===== config.mk =====
export PLATFORM = sky130hd
export DESIGN_NAME = timer_requester_flat
export DESIGN_NICKNAME = d
export VERILOG_FILES = /design/src/rtl/timer_pkg.sv /design/src/rtl/timer_requester_if.sv /design/src/rtl/timer_requester_fifo.sv /design/src/rtl/timer_requester.sv /design/src/flat_wrapper.sv
export SDC_FILE = /design/constraint.sdc
export NUM_CORES = 1
export LEC_CHECK = 0
export BUFFER_PORTS_ARGS = -buffer_cell sky130_fd_sc_hd__buf_4
export CORE_MARGIN = 10
export CORE_UTILIZATION = 40
export DETAILED_ROUTE_END_ITERATION = 10
export GPL_TIMING_DRIVEN = 1
export PLACE_DENSITY_LB_ADDON = 0.05
export SYNTH_ARGS = -nofsm -noshare
export SYNTH_HDL_FRONTEND = slang
export SYNTH_HIERARCHICAL = 1
export SYNTH_SLANG_ARGS = --single-unit

===== constraint.sdc =====
create_clock -name clk -period 3.5 [get_ports clk]
set_input_delay 0.35 -clock clk [delete_from_list [all_inputs] [get_ports clk]]
set_output_delay 0.35 -clock clk [all_outputs]
set_load 0.02 [all_outputs]

===== src/rtl/timer_pkg.sv =====
// Shared widths, response codes and requester FSM states for the timer request path.
package timer_pkg;

    localparam int DELAY_W = 5;
    localparam int LAT_W   = 6;

    typedef enum logic [1:0] {
        RSP_OK       = 2'd0,
        RSP_MISMATCH = 2'd1,
        RSP_TIMEOUT  = 2'd2,
        RSP_ZERO     = 2'd3
    } rsp_status_e;

    typedef enum logic [2:0] {
        REQ_IDLE,
        REQ_ISSUE,
        REQ_WAIT,
        REQ_GAP,
        REQ_REPORT
    } req_state_e;

    // A compliant timer answers a strobe carrying N exactly N+1 cycles later.
    function automatic logic [LAT_W-1:0] expected_latency(input logic [DELAY_W-1:0] delay);
        return LAT_W'(delay) + LAT_W'(1);
    endfunction

endpackage


===== src/rtl/timer_requester_if.sv =====
// Host command/response port plus the timer request/completion wires of the requester.
interface timer_requester_if;

    logic                          cmd_valid;
    logic [timer_pkg::DELAY_W-1:0] cmd_delay;
    logic                          cmd_ready;
    logic [timer_pkg::DELAY_W-1:0] tmr_in;
    logic                          tmr_in_valid;
    logic                          tmr_out_valid;
    logic                          rsp_valid;
    logic                          rsp_ready;
    logic [1:0]                    rsp_status;
    logic [timer_pkg::LAT_W-1:0]   rsp_latency;
    logic                          err_spurious;

    modport master (
        input  cmd_valid, cmd_delay, tmr_out_valid, rsp_ready,
        output cmd_ready, tmr_in, tmr_in_valid, rsp_valid, rsp_status, rsp_latency, err_spurious
    );

    modport slave (
        output cmd_valid, cmd_delay, tmr_out_valid, rsp_ready,
        input  cmd_ready, tmr_in, tmr_in_valid, rsp_valid, rsp_status, rsp_latency, err_spurious
    );

endinterface


===== src/rtl/timer_requester_fifo.sv =====
// Count-based synchronous FIFO; the head entry is visible on dout while not empty.
module sync_fifo #(
    parameter int WIDTH = 8,
    parameter int DEPTH = 4
) (
    input  logic             clk,
    input  logic             rst,
    input  logic             push,
    input  logic             pop,
    input  logic [WIDTH-1:0] din,
    output logic [WIDTH-1:0] dout,
    output logic             full,
    output logic             empty
);

    localparam int AW = (DEPTH > 1) ? $clog2(DEPTH) : 1;
    localparam int CW = $clog2(DEPTH + 1);
    localparam logic [CW-1:0] FULL_CNT = CW'(DEPTH);

    logic [WIDTH-1:0] mem [DEPTH];
    logic [AW-1:0]    wr_ptr;
    logic [AW-1:0]    rd_ptr;
    logic [CW-1:0]    count;
    logic             do_push;
    logic             do_pop;

    assign do_push = push && !full;
    assign do_pop  = pop && !empty;
    assign full    = (count == FULL_CNT);
    assign empty   = (count == '0);
    assign dout    = mem[rd_ptr];

    always_ff @(posedge clk) begin
        if (do_push) begin
            mem[wr_ptr] <= din;
        end
    end

    // Pointers wrap naturally because DEPTH is a power of two.
    always_ff @(posedge clk or posedge rst) begin
        if (rst) begin
            wr_ptr <= '0;
            rd_ptr <= '0;
            count  <= '0;
        end else begin
            if (do_push) begin
                wr_ptr <= wr_ptr + AW'(1);
            end
            if (do_pop) begin
                rd_ptr <= rd_ptr + AW'(1);
            end
            case ({do_push, do_pop})
                2'b10:   count <= count + CW'(1);
                2'b01:   count <= count - CW'(1);
                default: count <= count;
            endcase
        end
    end

endmodule


===== src/rtl/timer_requester.sv =====
// Queues host delay commands, issues them to a timer one at a time and reports measured latency.
module timer_requester
    import timer_pkg::*;
#(
    parameter int DEPTH   = 4,
    parameter int TIMEOUT = 40
) (
    input  logic               clk,
    input  logic               rst,
    timer_requester_if.master  bus
);

    localparam logic [LAT_W-1:0] TIMEOUT_CNT = LAT_W'(TIMEOUT);
    localparam logic [LAT_W-1:0] LAT_MAX     = {LAT_W{1'b1}};

    req_state_e         state;
    req_state_e         state_next;
    logic               fifo_push;
    logic               fifo_pop;
    logic               fifo_full;
    logic               fifo_empty;
    logic [DELAY_W-1:0] fifo_dout;
    logic [DELAY_W-1:0] cur_delay;
    logic [DELAY_W-1:0] tmr_in_q;
    logic               tmr_in_valid_q;
    logic [LAT_W-1:0]   lat_cnt;
    logic               rsp_valid_q;
    rsp_status_e        rsp_status_q;
    logic [LAT_W-1:0]   rsp_latency_q;
    logic               err_spurious_q;
    logic               start_issue;
    logic               take_zero;
    logic               take_done;
    logic               take_timeout;
    logic               rsp_set;
    logic               rsp_clr;

    assign fifo_push     = bus.cmd_valid && !fifo_full;
    assign bus.cmd_ready = !fifo_full;

    sync_fifo #(
        .WIDTH (DELAY_W),
        .DEPTH (DEPTH)
    ) u_cmd_fifo (
        .clk   (clk),
        .rst   (rst),
        .push  (fifo_push),
        .pop   (fifo_pop),
        .din   (bus.cmd_delay),
        .dout  (fifo_dout),
        .full  (fifo_full),
        .empty (fifo_empty)
    );

    always_ff @(posedge clk or posedge rst) begin
        if (rst) begin
            state <= REQ_IDLE;
        end else begin
            state <= state_next;
        end
    end

    // Zero-delay commands skip the timer entirely since it never answers them.
    always_comb begin
        state_next   = state;
        fifo_pop     = 1'b0;
        start_issue  = 1'b0;
        take_zero    = 1'b0;
        take_done    = 1'b0;
        take_timeout = 1'b0;
        rsp_set      = 1'b0;
        rsp_clr      = 1'b0;
        case (state)
            REQ_IDLE: begin
                if (!fifo_empty) begin
                    fifo_pop = 1'b1;
                    if (fifo_dout == '0) begin
                        take_zero  = 1'b1;
                        rsp_set    = 1'b1;
                        state_next = REQ_REPORT;
                    end else begin
                        start_issue = 1'b1;
                        state_next  = REQ_ISSUE;
                    end
                end
            end
            REQ_ISSUE: state_next = REQ_WAIT;
            REQ_WAIT: begin
                if (bus.tmr_out_valid) begin
                    take_done  = 1'b1;
                    state_next = REQ_GAP;
                end else if (lat_cnt >= TIMEOUT_CNT) begin
                    take_timeout = 1'b1;
                    state_next   = REQ_GAP;
                end
            end
            REQ_GAP: begin
                rsp_set    = 1'b1;
                state_next = REQ_REPORT;
            end
            REQ_REPORT: begin
                if (bus.rsp_ready) begin
                    rsp_clr    = 1'b1;
                    state_next = REQ_IDLE;
                end
            end
            default: state_next = REQ_IDLE;
        endcase
    end

    // The counter reads 0 in the strobe cycle, so at completion it equals the cycle distance.
    always_ff @(posedge clk or posedge rst) begin
        if (rst) begin
            cur_delay      <= '0;
            tmr_in_q       <= '0;
            tmr_in_valid_q <= 1'b0;
            lat_cnt        <= '0;
            rsp_valid_q    <= 1'b0;
            rsp_status_q   <= RSP_OK;
            rsp_latency_q  <= '0;
            err_spurious_q <= 1'b0;
        end else begin
            tmr_in_valid_q <= start_issue;
            if (fifo_pop) begin
                cur_delay <= fifo_dout;
            end
            if (start_issue) begin
                tmr_in_q <= fifo_dout;
                lat_cnt  <= '0;
            end else if ((state == REQ_ISSUE || state == REQ_WAIT) && lat_cnt != LAT_MAX) begin
                lat_cnt <= lat_cnt + LAT_W'(1);
            end
            if (take_zero) begin
                rsp_status_q  <= RSP_ZERO;
                rsp_latency_q <= '0;
            end else if (take_done) begin
                rsp_status_q  <= (lat_cnt == expected_latency(cur_delay)) ? RSP_OK : RSP_MISMATCH;
                rsp_latency_q <= lat_cnt;
            end else if (take_timeout) begin
                rsp_status_q  <= RSP_TIMEOUT;
                rsp_latency_q <= LAT_MAX;
            end
            if (rsp_set) begin
                rsp_valid_q <= 1'b1;
            end else if (rsp_clr) begin
                rsp_valid_q <= 1'b0;
            end
            if (bus.tmr_out_valid && state != REQ_WAIT) begin
                err_spurious_q <= 1'b1;
            end
        end
    end

    assign bus.tmr_in       = tmr_in_q;
    assign bus.tmr_in_valid = tmr_in_valid_q;
    assign bus.rsp_valid    = rsp_valid_q;
    assign bus.rsp_status   = rsp_status_q;
    assign bus.rsp_latency  = rsp_latency_q;
    assign bus.err_spurious = err_spurious_q;

endmodule


===== src/flat_wrapper.sv =====
// flat-port wrapper written by rule: the top's interface ports become plain ports
module timer_requester_flat import timer_pkg::*;
#(
    parameter int DEPTH   = 4,
    parameter int TIMEOUT = 40
)
  (clk, rst, bus_cmd_valid, bus_cmd_delay, bus_tmr_out_valid, bus_rsp_ready, bus_cmd_ready, bus_tmr_in, bus_tmr_in_valid, bus_rsp_valid, bus_rsp_status, bus_rsp_latency, bus_err_spurious);
  timer_requester_if bus_i ();
  input  logic clk;
  input  logic rst;
  input wire logic [$bits(bus_i.cmd_valid)-1:0] bus_cmd_valid;
  input wire logic [$bits(bus_i.cmd_delay)-1:0] bus_cmd_delay;
  input wire logic [$bits(bus_i.tmr_out_valid)-1:0] bus_tmr_out_valid;
  input wire logic [$bits(bus_i.rsp_ready)-1:0] bus_rsp_ready;
  output wire logic [$bits(bus_i.cmd_ready)-1:0] bus_cmd_ready;
  output wire logic [$bits(bus_i.tmr_in)-1:0] bus_tmr_in;
  output wire logic [$bits(bus_i.tmr_in_valid)-1:0] bus_tmr_in_valid;
  output wire logic [$bits(bus_i.rsp_valid)-1:0] bus_rsp_valid;
  output wire logic [$bits(bus_i.rsp_status)-1:0] bus_rsp_status;
  output wire logic [$bits(bus_i.rsp_latency)-1:0] bus_rsp_latency;
  output wire logic [$bits(bus_i.err_spurious)-1:0] bus_err_spurious;
  assign bus_i.cmd_valid = bus_cmd_valid;
  assign bus_i.cmd_delay = bus_cmd_delay;
  assign bus_i.tmr_out_valid = bus_tmr_out_valid;
  assign bus_i.rsp_ready = bus_rsp_ready;
  assign bus_cmd_ready = bus_i.cmd_ready;
  assign bus_tmr_in = bus_i.tmr_in;
  assign bus_tmr_in_valid = bus_i.tmr_in_valid;
  assign bus_rsp_valid = bus_i.rsp_valid;
  assign bus_rsp_status = bus_i.rsp_status;
  assign bus_rsp_latency = bus_i.rsp_latency;
  assign bus_err_spurious = bus_i.err_spurious;
  timer_requester #(.DEPTH(DEPTH), .TIMEOUT(TIMEOUT)) u_core (.clk(clk), .rst(rst), .bus(bus_i));
endmodule

==> flow_metrics.py <==
metrics = {
    "cts": {
        "clock_tree.htree_level_count": 3,
        "cts_max_path_buffers": 2,
        "ctsRootBufferMaster": "sky130_fd_sc_hd__clkbuf_8",
        "clock-sinks": 57,
        "cts_buffers": 9,
        "tritoncts": "yes",
        "post_cts_resized": 0,
        "clk-insertion-delay-late_ns": 0.33,
        "clkTransAtPathRegs_ns": 0.07,
    },
    "sta": {
        "maxSlewViolCount": 0,
        "final_min_period_over_clock_period_pct": 75.2,
        "layout_min_cycle_time_ns": 2.63,
        "setup_viol": 0,
        "hold_violations": 0,
        "timing.max_slew.rel_slack_pct": 25.5,
        "timing.fmax_mhz": 380,
        "largest_clock_skew_in_the_final_design_ns": 0.00896,
        "grt_setup_unrepaired": "false",
        "worst_slew_pin_slew_ns": 1.12,
        "tns_ns": 0,
    },
    "layout": {
        "fin_util_pct": 48.3,
        "area_growth_from_synthesis_to_layout_pct": 17.2,
        "number_of_diodes": 0,
        "number_of_nets_in_the_layout": 242,
        "area.sequential_um2": 1530,
        "multiInputGateArea_um2": 985,
        "final_layout_size_suffix_gt1_share_pct": 30.3,
        "num-fill-cells": 560,
    },
    "floorplan": {
        "total_number_of_placement_rows": 29,
        "die_area_um2": 10200,
        "core_region_area_um2": 6390,
        "num_io_pins": 27,
        "die_height_um": 101,
        "initial_utilization_pct": 41.2,
        "floorplan.die.width_um": 101,
    },
    "yosys": {
        "dominantRegCellSynth": "sky130_fd_sc_hd__dfrtp_1",
        "ys.warnings.count": 6,
        "synth_enable_flop_cells": 20,
        "fraction_of_the_yosys_area_taken_by_sequential_cells_pct": 58.0,
        "syn_area_per_cell_um2": 13.6,
        "postSynthNetCount": 212,
        "ys_ff_latch": 57,
        "cell_area_synth_um2": 2630,
        "synth-async-reset-ratio_pct": 64.9,
        "synth_cells": 193,
        "synth_cell_types": 47,
    },
    "routing": {
        "route.antenna.remaining_nets": 0,
        "detail_route.iter0.violations": 25,
        "routed_via_density": 5.23,
        "drt_pre_antenna_iters": 4,
        "routed-via-count": 1596,
        "detail_route.drc_violations": 0,
        "route.detailed.wl_per_inst_um": 16.0,
        "detail_route.wirelength_mm": 4.88,
    },
    "critical_path": {
        "crit_path_start": "u_core/u_cmd_fifo/rd_ptr[0]",
        "crit_path_end": "u_core/lat_cnt[2]",
        "critPathArrivalTime_ns": 2.88,
        "worst_r2r_endpoint": "u_core/lat_cnt[2]",
        "criticalPathCategory": "reg -> reg",
        "critPathLaunchType": "flip-flop",
        "regToRegStartpoint": "u_core/u_cmd_fifo/rd_ptr[0]",
        "timing.critical_path.to_type": "flip-flop",
        "worst_ep_required_time_ns": 3.75,
        "worstPathMaxFanout": 7,
        "worst_reg2reg_path_depth": 5,
        "worst-r2r-setup-slack_ns": 0.87,
    },
    "grt": {
        "grt_pass1_vias": 1698,
        "initial_antenna_violation_count": 0,
        "overflow": 0,
        "largest_net_degree_at_the_start_of_global_routing": 31,
        "grt_use_total_pct": 10.3,
        "grt_pass1_wl_mm": 8.25,
    },
    "power": {
        "power.density_nw_per_um2": 985,
        "leakage_nw": 1.29,
        "peakVddDrop_mv": 0.449,
        "report.power.total_w": 0.00304,
    },
    "placed_design": {
        "dp.final_hpwl_mm": 3.61,
        "io_buffers": 26,
        "place.gp.congestion": 0.779,
    },
    "min_path": {
        "hold_path.class": "in -> reg",
    },
    "job": {
        "maxCapViolCount": 0,
    },
    "run_status": {
        "run_status": "complete, no violations",
    },
}
[kinds of logic after synthesis]
family | share of synthesized area [%]
XOR/XNOR | 5.52
AO/OA/AOI/OAI | 9.80
multiplexers | 8.13
adder cells (fa/ha/maj) | 4.57
buffers and inverters | 4.80
AND/OR/NAND/NOR | 9.18
flip-flops | 58.0
[metrics by stage]
step / std cells / setup slack [ns] / cell area [um^2] / hold slack, ns
3_3_place_gp: 288 / 0.947 / 2870 / 0.309
6_report: 305 / 0.868 / 3080 / 0.216
3_5_place_dp: 288 / 0.847 / 2870 / 0.316
5_1_grt: 305 / 0.655 / 3080 / 0.198
2_1_floorplan: 193 / 1.05 / 2630 / 0.153
4_1_cts: 305 / 0.824 / 3080 / 0.198
[critical path, cell delays in order, from the launching register on]
cell,delay [ns]
sky130_fd_sc_hd__dfrtp_1,0.56
sky130_fd_sc_hd__mux4_2,0.58
sky130_fd_sc_hd__or4_1,0.56
sky130_fd_sc_hd__o21ai_1,0.45
sky130_fd_sc_hd__inv_1,0.22
sky130_fd_sc_hd__a21oi_1,0.18
[metal layers]
layer | GRT usage [%] | vias to the layer above | share of wire (%)
met3 | 3.70 | 5 | 4.3
met4 | 4.82 | 0 | 1.1
met1 | 11.0 | 804 | 42
met5 | 0 | - | 0
li1 | - | 759 | -
met2 | 17.8 | 28 | 53
[cell usage in the layout (no fill, tap or decap), types with 4 or more instances in the layout]
cell type,n
sky130_fd_sc_hd__a21oi_1,6
sky130_fd_sc_hd__a22o_1,5
sky130_fd_sc_hd__and2_2,4
sky130_fd_sc_hd__buf_4,27
sky130_fd_sc_hd__clkbuf_8,9
sky130_fd_sc_hd__dfrtp_1,37
sky130_fd_sc_hd__edfxtp_1,20
sky130_fd_sc_hd__ha_1,8
sky130_fd_sc_hd__inv_1,15
sky130_fd_sc_hd__mux2_2,5
sky130_fd_sc_hd__mux4_2,5
sky130_fd_sc_hd__nand2_1,8
sky130_fd_sc_hd__nand3_1,4
sky130_fd_sc_hd__nor2_1,6
sky130_fd_sc_hd__nor3_1,4
sky130_fd_sc_hd__o21ai_0,5
sky130_fd_sc_hd__o221a_2,6
sky130_fd_sc_hd__xnor2_1,9
sky130_fd_sc_hd__xor2_1,5
[registers in the layout, indices dropped and copies added (netlist names)]
name and cells:
u_core/cur_delay 5, u_core/bus.rsp_status 2, u_core/bus.rsp_latency 6, u_core/bus.rsp_valid 1, u_core/state 3, u_core/u_cmd_fifo/mem 20, u_core/lat_cnt 6, u_core/u_cmd_fifo/wr_ptr 2
u_core/bus.tmr_in 5, u_core/u_cmd_fifo/count 3, u_core/u_cmd_fifo/rd_ptr 2, u_core/bus.tmr_in_valid 1, u_core/bus.err_spurious 1
[cell type report]
| class | instances | area share [%] |
|---|---|---|
| clock buffers | 12 | 5.07 |
| repair buffers | 28 | 6.90 |
| well taps | 77 | 3.12 |
| multi-input cells | 112 | 31.9 |
| flip-flops and latches | 57 | 49.5 |
| clock inverters | 4 | 1.62 |
| inverters | 15 | 1.83 |
[report_power, final]
part | total (W) | switching, W | internal, W
combinational | 0.00122 | 0.000591 | 0.000632
sequential | 0.00118 | 0.000236 | 0.000944
clock | 0.000633 | 0.000262 | 0.000371
total | 0.00304 | 0.00109 | 0.00195
[worst min-delay path by stage]
stage / start / to / slack (ns) / cells past startpoint
final: bus_cmd_delay[4] / u_core/u_cmd_fifo/mem[2][4] / 0.22 / 1
after global routing: bus_cmd_delay[4] / u_core/u_cmd_fifo/mem[0][4] / 0.20 / 1
after CTS: bus_cmd_delay[4] / u_core/u_cmd_fifo/mem[3][4] / 0.20 / 1
after detailed placement: rst / u_core/u_cmd_fifo/count[1] / 0.32 / 2
after global placement: rst / u_core/u_cmd_fifo/count[0] / 0.31 / 2
after floorplan: rst / u_core/u_cmd_fifo/count[0] / 0.15 / 1
[synth_stat cells, drive strengths merged (2+ instances only)]
master	count	share of area (%)
mux2	6	2.7
nand2	8	1.1
dfrtp	37	35
inv	15	2.1
nand3	4	0.76
or3	3	0.71
xnor2	9	3.0
xor2	5	1.7
mux2i	3	1.1
a22o	5	1.7
nor3	4	0.76
buf	7	2.4
edfxtp	20	23
or4	2	0.57
mux4	5	4.3
and3	2	0.48
or2	2	0.48
nor2	6	0.86
a21oi	6	1.1
clkbuf	2	0.29
ha	8	3.8
and2	4	1.1
o221a	6	2.6
nor2b	2	0.76
o21ai	6	1.1
[timing repair]
action	in CTS	in global routing
hold buffers	1	0
buffers inserted	0	0
hold endpoints to repair	7	0
(Power assumes the default switching activity.)
